`config.mk`:
```
export PLATFORM = sky130hd
export DESIGN_NAME = bin2bcd_seq
export DESIGN_NICKNAME = d
export VERILOG_FILES = /design/src/rtl/bin2bcd_seq.sv
export SDC_FILE = /design/constraint.sdc
export NUM_CORES = 1
export LEC_CHECK = 0
export ABC_AREA = 1
export CORE_MARGIN = 5
export CORE_UTILIZATION = 50
export DETAILED_ROUTE_END_ITERATION = 8
export PLACE_DENSITY = 0.76
export RECOVER_POWER = 100
export SYNTH_ARGS = -nofsm -noshare
export SYNTH_HDL_FRONTEND = slang
export SYNTH_SLANG_ARGS = --single-unit
```
`constraint.sdc`:
```
create_clock -name Clk -period 2.25 [get_ports Clk]
set_input_delay 0.3375 -clock Clk [delete_from_list [all_inputs] [get_ports Clk]]
set_output_delay 0.3375 -clock Clk [all_outputs]
set_load 0.005 [all_outputs]
```
`src/rtl/bin2bcd_seq.sv`:
```
// Sequential double-dabble binary-to-BCD converter, one shift per clock, four BCD digits out.
// Optional build macro LEADING_ZERO_BLANK_EN blanks leading zero digits (4'hF) on a normal result.
module bin2bcd_seq #(
    parameter int NUM_WIDTH = 16
) (
    input  logic                 Clk,
    input  logic                 Rst_n,
    input  logic                 Start,
    input  logic [NUM_WIDTH-1:0] Number,
    output logic                 Ready,
    output logic                 Busy,
    output logic                 Done,
    output logic                 Overflow,
    output logic [3:0]           Digit0,
    output logic [3:0]           Digit1,
    output logic [3:0]           Digit2,
    output logic [3:0]           Digit3,
    output logic [1:0]           StateDbg
);

    // Handshake: a request is accepted on a rising Clk edge where Ready=1 and Start=1; Number is
    // sampled on that edge only. Start is ignored otherwise and never queued. Done pulses one cycle
    // when Digit0..3/Overflow have just been updated; no acknowledge is expected.

    typedef enum logic [1:0] {
        IDLE  = 2'd0,
        SHIFT = 2'd1,
        DONE  = 2'd2
    } state_t;

    localparam logic [4:0] LAST_SHIFT = 5'(NUM_WIDTH - 1);

    state_t               state;
    state_t               stateNext;
    logic [NUM_WIDTH-1:0] binReg;
    logic [19:0]          bcdReg;
    logic [19:0]          bcdNext;
    logic [4:0]           shiftCnt;
    logic                 ovfReg;
    logic                 accept;
    logic                 lastShift;
    logic [15:0]          digitsLoad;

    // Add 3 to each nibble >= 5, then shift the next binary bit into the low end.
    function automatic logic [19:0] shiftBcd(input logic [19:0] bcd, input logic inBit);
        logic [19:0] adj;
        logic [3:0]  nib;
        adj = '0;
        for (int i = 0; i < 5; i++) begin
            nib = bcd[4*i +: 4];
            if (nib >= 4'd5) begin
                nib = nib + 4'd3;
            end
            adj[4*i +: 4] = nib;
        end
        return {adj[18:0], inBit};
    endfunction

    assign accept    = (state == IDLE) && Start;
    assign lastShift = (shiftCnt == LAST_SHIFT);
    assign bcdNext   = shiftBcd(bcdReg, binReg[NUM_WIDTH-1]);
    assign StateDbg  = state;

    always_ff @(posedge Clk or negedge Rst_n) begin
        if (!Rst_n) begin
            state <= IDLE;
        end else begin
            state <= stateNext;
        end
    end

    always_comb begin
        stateNext = state;
        Ready     = 1'b0;
        Busy      = 1'b0;
        Done      = 1'b0;
        case (state)
            IDLE: begin
                Ready = 1'b1;
                if (Start) begin
                    stateNext = SHIFT;
                end
            end
            SHIFT: begin
                Busy = 1'b1;
                if (lastShift) begin
                    stateNext = DONE;
                end
            end
            DONE: begin
                Done      = 1'b1;
                stateNext = IDLE;
            end
            default: stateNext = IDLE;
        endcase
    end

    // Value presented on the digit outputs at the end of the final shift.
    always_comb begin
        digitsLoad = bcdNext[15:0];
        if (ovfReg) begin
            digitsLoad = 16'hFFFF;
        end
`ifdef LEADING_ZERO_BLANK_EN
        else if (bcdNext[15:12] == 4'h0) begin
            digitsLoad[15:12] = 4'hF;
            if (bcdNext[11:8] == 4'h0) begin
                digitsLoad[11:8] = 4'hF;
                if (bcdNext[7:4] == 4'h0) begin
                    digitsLoad[7:4] = 4'hF;
                end
            end
        end
`endif
    end

    always_ff @(posedge Clk or negedge Rst_n) begin
        if (!Rst_n) begin
            binReg   <= '0;
            bcdReg   <= '0;
            shiftCnt <= '0;
            ovfReg   <= 1'b0;
            Overflow <= 1'b0;
            Digit0   <= 4'h0;
            Digit1   <= 4'h0;
            Digit2   <= 4'h0;
            Digit3   <= 4'h0;
        end else if (accept) begin
            binReg   <= Number;
            bcdReg   <= '0;
            shiftCnt <= '0;
            ovfReg   <= (32'(Number) >= 32'd10000);
        end else if (state == SHIFT) begin
            bcdReg   <= bcdNext;
            binReg   <= binReg << 1;
            shiftCnt <= shiftCnt + 5'd1;
            if (lastShift) begin
                Overflow <= ovfReg;
                Digit3   <= digitsLoad[15:12];
                Digit2   <= digitsLoad[11:8];
                Digit1   <= digitsLoad[7:4];
                Digit0   <= digitsLoad[3:0];
            end
        end
    end

endmodule

```
Yosys cells after proc, flatten, opt, wreduce, memory -nomap -nowiden
Index checks and enable logic that the tools add are counted.
{ "classes": {"add_sub_neg": 6, "magnitude_cmp": 6, "eq_ne": 5, "muxes": 18, "n_bitwise": 1, "n_reduce_logical": 5} }
{ "ops": {"columns": ["operator", "count"], "rows": [
  ["$mux W16", 3],
  ["$mux W20", 2],
  ["$ge A4 B3 Y1 const B", 5],
  ["$add A4 B2 Y4 const B", 4],
  ["$ge A16 B14 Y1 const B", 1],
  ["$mux W4", 4],
  ["$mux W5", 2],
  ["$add A5 B1 Y5 const B", 1],
  ["$eq A5 B4 Y1 const B", 1],
  ["$mux W2", 2],
  ["$ne A2 B2 Y1 const B", 2],
  ["$pmux W2 S2", 1],
  ["$add A3 B2 Y3 const B", 1],
  ["$mux W1", 3],
  ["$mux W3", 1],
  ["$reduce_and A3 Y1", 1],
  ["$eq A2 B1 Y1 const B", 1],
  ["$eq A2 B2 Y1 const B", 1],
  ["$logic_not A2 Y1", 1],
  ["$reduce_and A2 Y1", 1],
  ["$reduce_bool A2 Y1", 1],
  ["$logic_and A1 B1 Y1", 1],
  ["$not A1 Y1", 1]
]} }
{ "word_totals": {"regBits": 61, "out_inout_bits": 22, "word_cells": 51} }

Logic depth before layout (Yosys ltp)
Gate-level depths: netlist of run 1.
{ "depth": {"ltp_word": 4, "mapped_depth": 10} }

Worst setup path after synthesis of run 1
OpenSTA, ideal clock, no wires.
{ "synth_timing": {"path_kind": "register to register", "startpoint": "register shiftCnt[0]", "endpoint": "register Digit0[1]", "setup_time_ns": 0.113, "arrival_time_ns": 1.460, "path_slack_ns": 0.677, "stages_incl_launch_ff": 11, "period_less_slack_ns": 1.573, "path_cell_list": "dfrtp_1 > ha_1 > nand2_1 > nor2_1 > ha_1 > nand2_4 > inv_4 > buf_6 > or2_1 > nand2_1 > inv_1"} }
{ "synth_between": {"elab_chain_len": 2} }
{ "synth_lines": {"columns": ["element", "line_no", "text"], "rows": [
  ["start, declared", "38", "logic [4:0] shiftCnt;"],
  ["start signal, assigned", "136", "shiftCnt <= shiftCnt + 5'd1;"],
  ["$eq A5 B4 Y1", "60", "assign lastShift = (shiftCnt == LAST_SHIFT);"],
  ["$reduce_and A3 Y1 (no line)", null, null],
  ["end signal, assigned", "142", "Digit0 <= digitsLoad[3:0];"],
  ["end, declared", "14", "output logic [3:0] Digit0,"]
]} }
Every way passes these cells.
A chain may end at the register's enable or synchronous reset.

Final worst setup path of run 1
{ "layout_timing": {"startpoint": "register state[1], in the netlist StateDbg[1]", "endpoint": "output Busy"} }
{ "layout_between": {"elab_chain_len": 2} }
{ "layout_lines": {"columns": ["element", "line_no", "text"], "rows": [
  ["start, declared", "33", "state_t state;"],
  ["start signal, assigned", "68", "state <= stateNext;"],
  ["$eq A2 B1 Y1", "77", "case (state)"],
  ["$mux W1", "77", null],
  ["end, declared", "11", "output logic Busy,"]
]} }
Every way passes these cells.

==> impl_metrics.env, run 1 <==
export IMPL_grt_max_degree=58
export IMPL_clockPowerShare_pct=17.6
export IMPL_powerDensity_mw_per_mm2=1370
export IMPL_synth_edf_count=0
export IMPL_synth_xor_area_share_pct=0
export IMPL_cts_buffers=9
export IMPL_io_buffers=40
export IMPL_ir_worst_vdd_v=0.000520
export IMPL_hold_class="input port to asynchronous set/reset pin"
export IMPL_critPathArrivalTime_ns=1.70
export IMPL_min_period_ns=2.04
export IMPL_synth_adder_area_share_pct=4.35
export IMPL_area_growth_synth_to_final_pct=19.9
export IMPL_grt_use_met3_pct=6.24
export IMPL_hold_viol=0
export IMPL_drc_errors=0
export IMPL_routed_wl_mm=6.02
export IMPL_first_pass_iters=4
export IMPL_overflow=0
export IMPL_yosys_area_share_simple_pct=31.2
export IMPL_cts_root_buf="clkbuf_8"
export IMPL_critPathRequiredTime_ns=1.91
export IMPL_avgSynthCellArea_um2=8.11
export IMPL_antenna_found_initial=0
export IMPL_cts_sinks=57
export IMPL_row_count=27
export IMPL_final_util_pct=62.3
export IMPL_p_sw_mw=1.89
export IMPL_min_period_over_period_pct=90.6
export IMPL_synthArstFlopShare_pct=100
export IMPL_drtAntennaViolNets=0
export IMPL_fin_nets=429
export IMPL_drt_initial_drc_count=162
export IMPL_synth_main_ff_cell="dfrtp_1"
export IMPL_synth_compound_gate_area_share_pct=6.39
export IMPL_skew_ns=0.00629
export IMPL_yosysWarnings=0
export IMPL_max_stage_delay_ns=0.63
export IMPL_clk_latency_ns=0.32
export IMPL_seqPwrFrac_pct=38.0
export IMPL_total_power_mw=4.72
export IMPL_worstRegToRegCells=5
export IMPL_ys_seq_area_share_pct=49.5
export IMPL_diodes=0
export IMPL_ioPinCount=41
export IMPL_grt_usage_pct=18.5
export IMPL_intPower_mw=2.84
export IMPL_ys_ff_latch=57
export IMPL_fmax_ghz=0.491
export IMPL_worst_pin_slew_ns=1.38
export IMPL_post_place_ws_ns=0.553
export IMPL_rrSetupSlack_ns=0.40
export IMPL_crit_path_end_kind="output pin"
export IMPL_start_kind="flop"
export IMPL_worstReg2RegEnd="bcdReg[13]$_DFFE_PN0P_"
export IMPL_avgRoutedWirePerCell_um=12.7
export IMPL_gp_congestion=0.863
export IMPL_start_util_pct=52.0
export IMPL_critical_path_slowest_cell="dlygate4sd3_1"
export IMPL_worstSetupPathType="flop to output pin"
export IMPL_clockBufferDepth=2
export IMPL_grt_pass1_vias=2383
export IMPL_fp_dieH_um=85.9
export IMPL_vias=2392
export IMPL_synth_cell_type_count=26
export IMPL_synth_fp_nets=384
export IMPL_holdWs_ns=0.409
export IMPL_clk_pin_slew_worst_paths_ns=0.06
export IMPL_netSwitchingFraction_pct=40.0
export IMPL_grt_setup_unrepaired="false"
export IMPL_cts_tree="yes"
export IMPL_status="finished clean"
export IMPL_viasPerCell=5.05
export IMPL_synth_mux_area_share_pct=0
export IMPL_core_area_mm2=0.00554
export IMPL_setup_viol=0
export IMPL_cap_violations=0
export IMPL_slew_headroom_pct=7.84
export IMPL_global_route_usage_met1_pct=23.6
export IMPL_cts_setup_buffers=0
export IMPL_busiest_layer="met2"
export IMPL_synthCells=355
export IMPL_synth_top_family_by_area="simple AND/OR/NAND/NOR gates"
export IMPL_htree_num_levels=3
export IMPL_cts_hold_buf=0
export IMPL_use_met2_pct=29.4
export IMPL_slew_violations=0
export IMPL_hpwl_mm=4.25
export IMPL_leakagePower_nw=1.79
export IMPL_layout_drive_gt1_share_pct=6.22
export IMPL_cts_resized=0
export IMPL_die_area_mm2=0.00738
export IMPL_grt_first_pass_wirelength_mm=10.8
export IMPL_p_comb_share_pct=44.3
export IMPL_setup_ws_ns=0.212
export IMPL_crit_fanout=13
export IMPL_r2r_start="StateDbg[1]$_DFFE_PN0P_"
export IMPL_die_width_um=85.9
export IMPL_crit_chain="nor2_4 -> dlygate4sd3_1"
export IMPL_setup_tns_ns=0
export IMPL_synthesis_area_mm2=0.00288
how the worst max path moves through the flow:
stage / from / end / slack, ns
floorplan: shiftCnt[0]$_DFFE_PN0P_ / Digit0[1]$_DFFE_PN0P_ / 0.68
global placement: StateDbg[1]$_DFFE_PN0P_ / Busy / 0.59
detailed placement: StateDbg[1]$_DFFE_PN0P_ / Busy / 0.55
CTS: StateDbg[1]$_DFFE_PN0P_ / Busy / 0.20
global route: StateDbg[1]$_DFFE_PN0P_ / Busy / 0.13
finish: StateDbg[1]$_DFFE_PN0P_ / Busy / 0.21
logic make-up after synthesis:
logic type | Yosys count
AND/OR/NAND/NOR | 202
flip-flops | 57
buffers and inverters | 55
AO/OA/AOI/OAI | 31
adder cells (fa/ha/maj) | 10
per-stage QoR:
| step | cells | area (um2) |
|---|---|---|
| after floorplan | 355 | 2880 |
| after global placement | 461 | 3320 |
| after detailed placement | 461 | 3320 |
| after CTS | 474 | 3490 |
| after global routing | 474 | 3450 |
| final | 474 | 3450 |
power by group through the flow:
stage | combinational, mW | sequential, mW | clock, mW
finish | 2.09 | 1.80 | 0.833
global route | 2.44 | 1.86 | 0.904
CTS | 2.20 | 1.81 | 0.853
detailed placement | 2.19 | 1.82 | 0
global placement | 2.12 | 1.81 | 0
floorplan | 1.50 | 1.76 | 0
cell type report:
| class | instances | area, um2 |
|---|---|---|
| Inverter | 45 | 171 |
| Timing Repair Buffer | 44 | 415 |
| Fill cell | 483 | 2090 |
| Multi-Input combinational cell | 243 | 1180 |
| Tap cell | 72 | 90.1 |
| Sequential cell | 57 | 1430 |
| Clock buffer | 13 | 169 |
critical path, delay by kind of cell, from the launching register on:
family,cells,cell delay (ns)
buffers and inverters,1,0.63
DFF,1,0.43
and+or+nand+nor,1,0.32
cell usage in the layout (no fill, tap or decap), types with 12 or more instances in the layout:
master           instances
dlygate4sd3_1           22
inv_1                   43
nor2_1                  16
o21ai_0                 14
clkdlybuf4s50_1         17
nand3_1                 37
dfrtp_1                 57
clkbuf_8                12
nand2_1                127
synthesized netlist by cell type, types with 2 or more instances:
cell | count | area, um2
nand2_1 | 126 | 473
dfrtp_1 | 57 | 1430
inv_1 | 41 | 154
nand3_1 | 35 | 175
nor2_1 | 15 | 56.3
o21ai_0 | 14 | 70.1
ha_1 | 10 | 125
nand4_1 | 10 | 62.6
o22ai_1 | 6 | 37.5
a21oi_1 | 5 | 25.0
a2bb2oi_1 | 5 | 43.8
buf_2 | 5 | 25.0
or2_2 | 5 | 31.3
or2_1 | 4 | 25.0
buf_4 | 3 | 22.5
inv_2 | 3 | 11.3
nand3_2 | 2 | 20.0
state kept, by name, summed over array words and instances (netlist names):
signal    cells
shiftCnt      5
Digit2        4
Digit3        4
StateDbg      2
Digit0        4
Digit1        4
ovfReg        1
bcdReg       16
binReg       16
Overflow      1
metal layers:
layer	wire [um]	up-vias
met3	458	4
met4	50	0
met5	0	-
li1	-	1216
met1	2710	1092
met2	2800	80
Note: power is estimated with default switching activity, not from simulation.
==> run 2, diff against run 1 <==
GPL_ROUTABILITY_DRIVEN = 1   (was default)
clock period = 1.9 ns   (was 2.25 ns; I/O delays follow)
==> run 2 against run 1 <==
  * Clock-buffer cell count shrank 3
  * Wire length grew 3.3%
  * Combinational power increased by 20%
  * Register-to-register slack got worse by 0.24 ns
  * Largest power group unchanged
  * Critical path type unchanged
  * Highest routed layer unchanged
==> impl_metrics.env, run 2 (synthesized netlist as in run 1, its figures left out) <==
export IMPL_cap_violations=0
export IMPL_drtAntennaViolNets=0
export IMPL_total_power_mw=6.15
export IMPL_biggestRegsByFlops="bcdReg (16), binReg (16), shiftCnt (5)"
export IMPL_row_count=27
export IMPL_drc_errors=0
export IMPL_cp_buffers_inverters=2
export IMPL_clk_latency_ns=0.34
export IMPL_min_period_ns=1.75
export IMPL_grt_usage_pct=18.7
export IMPL_htree_num_levels=3
export IMPL_grt_first_pass_wirelength_mm=11.0
export IMPL_vias=2460
export IMPL_diodes=0
export IMPL_drt_initial_drc_count=157
export IMPL_layout_drive_gt1_share_pct=6.93
export IMPL_setup_tns_ns=0
export IMPL_gp_congestion=0.853
export IMPL_cts_root_buf="clkbuf_8"
export IMPL_crit_fanout=4
export IMPL_core_area_mm2=0.00554
export IMPL_fin_nets=429
export IMPL_antenna_found_initial=0
export IMPL_die_width_um=85.9
export IMPL_setup_viol=0
export IMPL_min_period_over_period_pct=92.1
export IMPL_grt_max_degree=40
export IMPL_hpwl_mm=4.33
export IMPL_worstRegToRegCells=5
export IMPL_worst_pin_slew_ns=1.06
export IMPL_status="finished clean"
export IMPL_viasPerCell=5.17
export IMPL_slew_headroom_pct=29.2
export IMPL_whs_path_depth=2
export IMPL_worstSetupPathType="flop to output pin"
export IMPL_cts_tree="yes"
export IMPL_final_common_cell="nand2_1"
export IMPL_start_kind="flop"
export IMPL_critical_path_slowest_cell="dlygate4sd3_1"
export IMPL_max_stage_delay_ns=0.57
export IMPL_critPathArrivalTime_ns=1.47
export IMPL_first_pass_iters=4
export IMPL_grt_pass1_vias=2464
export IMPL_ir_worst_vdd_v=0.000855
export IMPL_hold_viol=0
export IMPL_clk_pin_slew_worst_paths_ns=0.06
export IMPL_leakagePower_nw=1.86
export IMPL_slew_violations=0
export IMPL_dpl_cell_count=460
export IMPL_routed_wl_mm=6.22
export IMPL_instances_no_fill=476
export IMPL_hold_class="flop to flop"
export IMPL_ioPinCount=41
export IMPL_post_place_ws_ns=0.241
export IMPL_worstSetupPathDepth=3
export IMPL_powerDensity_mw_per_mm2=1720
export IMPL_die_area_mm2=0.00738
export IMPL_area_growth_synth_to_final_pct=24.1
export IMPL_io_buffers=40
export IMPL_start_util_pct=52.0
export IMPL_grt_setup_unrepaired="false"
export IMPL_setup_ws_ns=0.149
export IMPL_cpLargestDelayFamily="buffers and inverters"
export IMPL_cts_sinks=57
export IMPL_clockBufferDepth=2
export IMPL_overflow=0
export IMPL_cts_buffers=9
export IMPL_skew_ns=0.00994
export IMPL_crit_path_end_kind="output pin"
export IMPL_fp_dieH_um=85.9
export IMPL_layout_common_cells="nand2_1 (126), dfrtp_1 (57), inv_1 (43)"
export IMPL_avgRoutedWirePerCell_um=13.1
export IMPL_crit_chain="inv_1 -> nor2_1 -> dlygate4sd3_1"
export IMPL_fmax_ghz=0.571
export IMPL_critPathRequiredTime_ns=1.62
[run 2: path summary, 6_finish.rpt]
| kind | from | to | slack (ns) |
|---|---|---|---|
| max | StateDbg[1]$_DFFE_PN0P_ | Done | 0.15 |
| min reg2reg | binReg[0]$_DFFE_PN0P_ | binReg[0]$_DFFE_PN0P_ | 0.48 |
| min | binReg[0]$_DFFE_PN0P_ | binReg[0]$_DFFE_PN0P_ | 0.48 |
| min in group asynchronous | Rst_n | bcdReg[15]$_DFFE_PN0P_ | 0.65 |
| max in group asynchronous | Rst_n | bcdReg[10]$_DFFE_PN0P_ | 0.35 |
| max reg2reg | StateDbg[1]$_DFFE_PN0P_ | bcdReg[13]$_DFFE_PN0P_ | 0.16 |
[run 2: area by class of cell]
cell class                      count  area, um2
Tap cell                           72       90.1
Inverter                           45        171
Sequential cell                    57       1430
Multi-Input combinational cell    243       1190
Timing Repair Buffer               44        424
Fill cell                         498       1970
Clock inverter                      5        128
Clock buffer                       10        138
[run 2: power by group]
part	switching, mW	internal (mW)
Clock	0.484	1.03
Combinational	1.48	1.03
Sequential	0.360	1.77
Total	2.32	3.83
[run 2: timing repair]
action | CTS | global route
hold endpoints to repair | 18 | 0
hold buffers | 1 | 0
buffers inserted | 0 | 0
setup endpoints to repair | 0 | 1
gates resized for setup | 0 | 1
[run 2: metal layers]
layer | up-vias | routed length, um | global-route usage [%]
met5 | - | 0 | 0
met4 | 0 | 112 | 7.63
met3 | 10 | 312 | 4.51
met2 | 60 | 2930 | 30.8
met1 | 1168 | 2870 | 23.6
li1 | 1222 | - | -
[run 2: tightest hold or removal path, stage by stage, from the launching register on]
cell and delay (ns):
dfrtp_1 0.35, nand2_1 0.05, nand2_1 0.05
[run 2: per-stage QoR]
step	cell area, um2	util, %	hold slack (ns)
after global placement	3330	60.0	0.260
after detailed placement	3330	60.0	0.265
final	3570	64.5	0.478
after global routing	3570	64.5	0.510
after floorplan	2880	-	-0.0106
after CTS	3600	65.0	0.437
==> run 3, diff against run 2 <==
SLEW_MARGIN = 5   (was default)
==> results of run 3 <==
The final DEF is identical to that of run 2; final timing and power are the same.
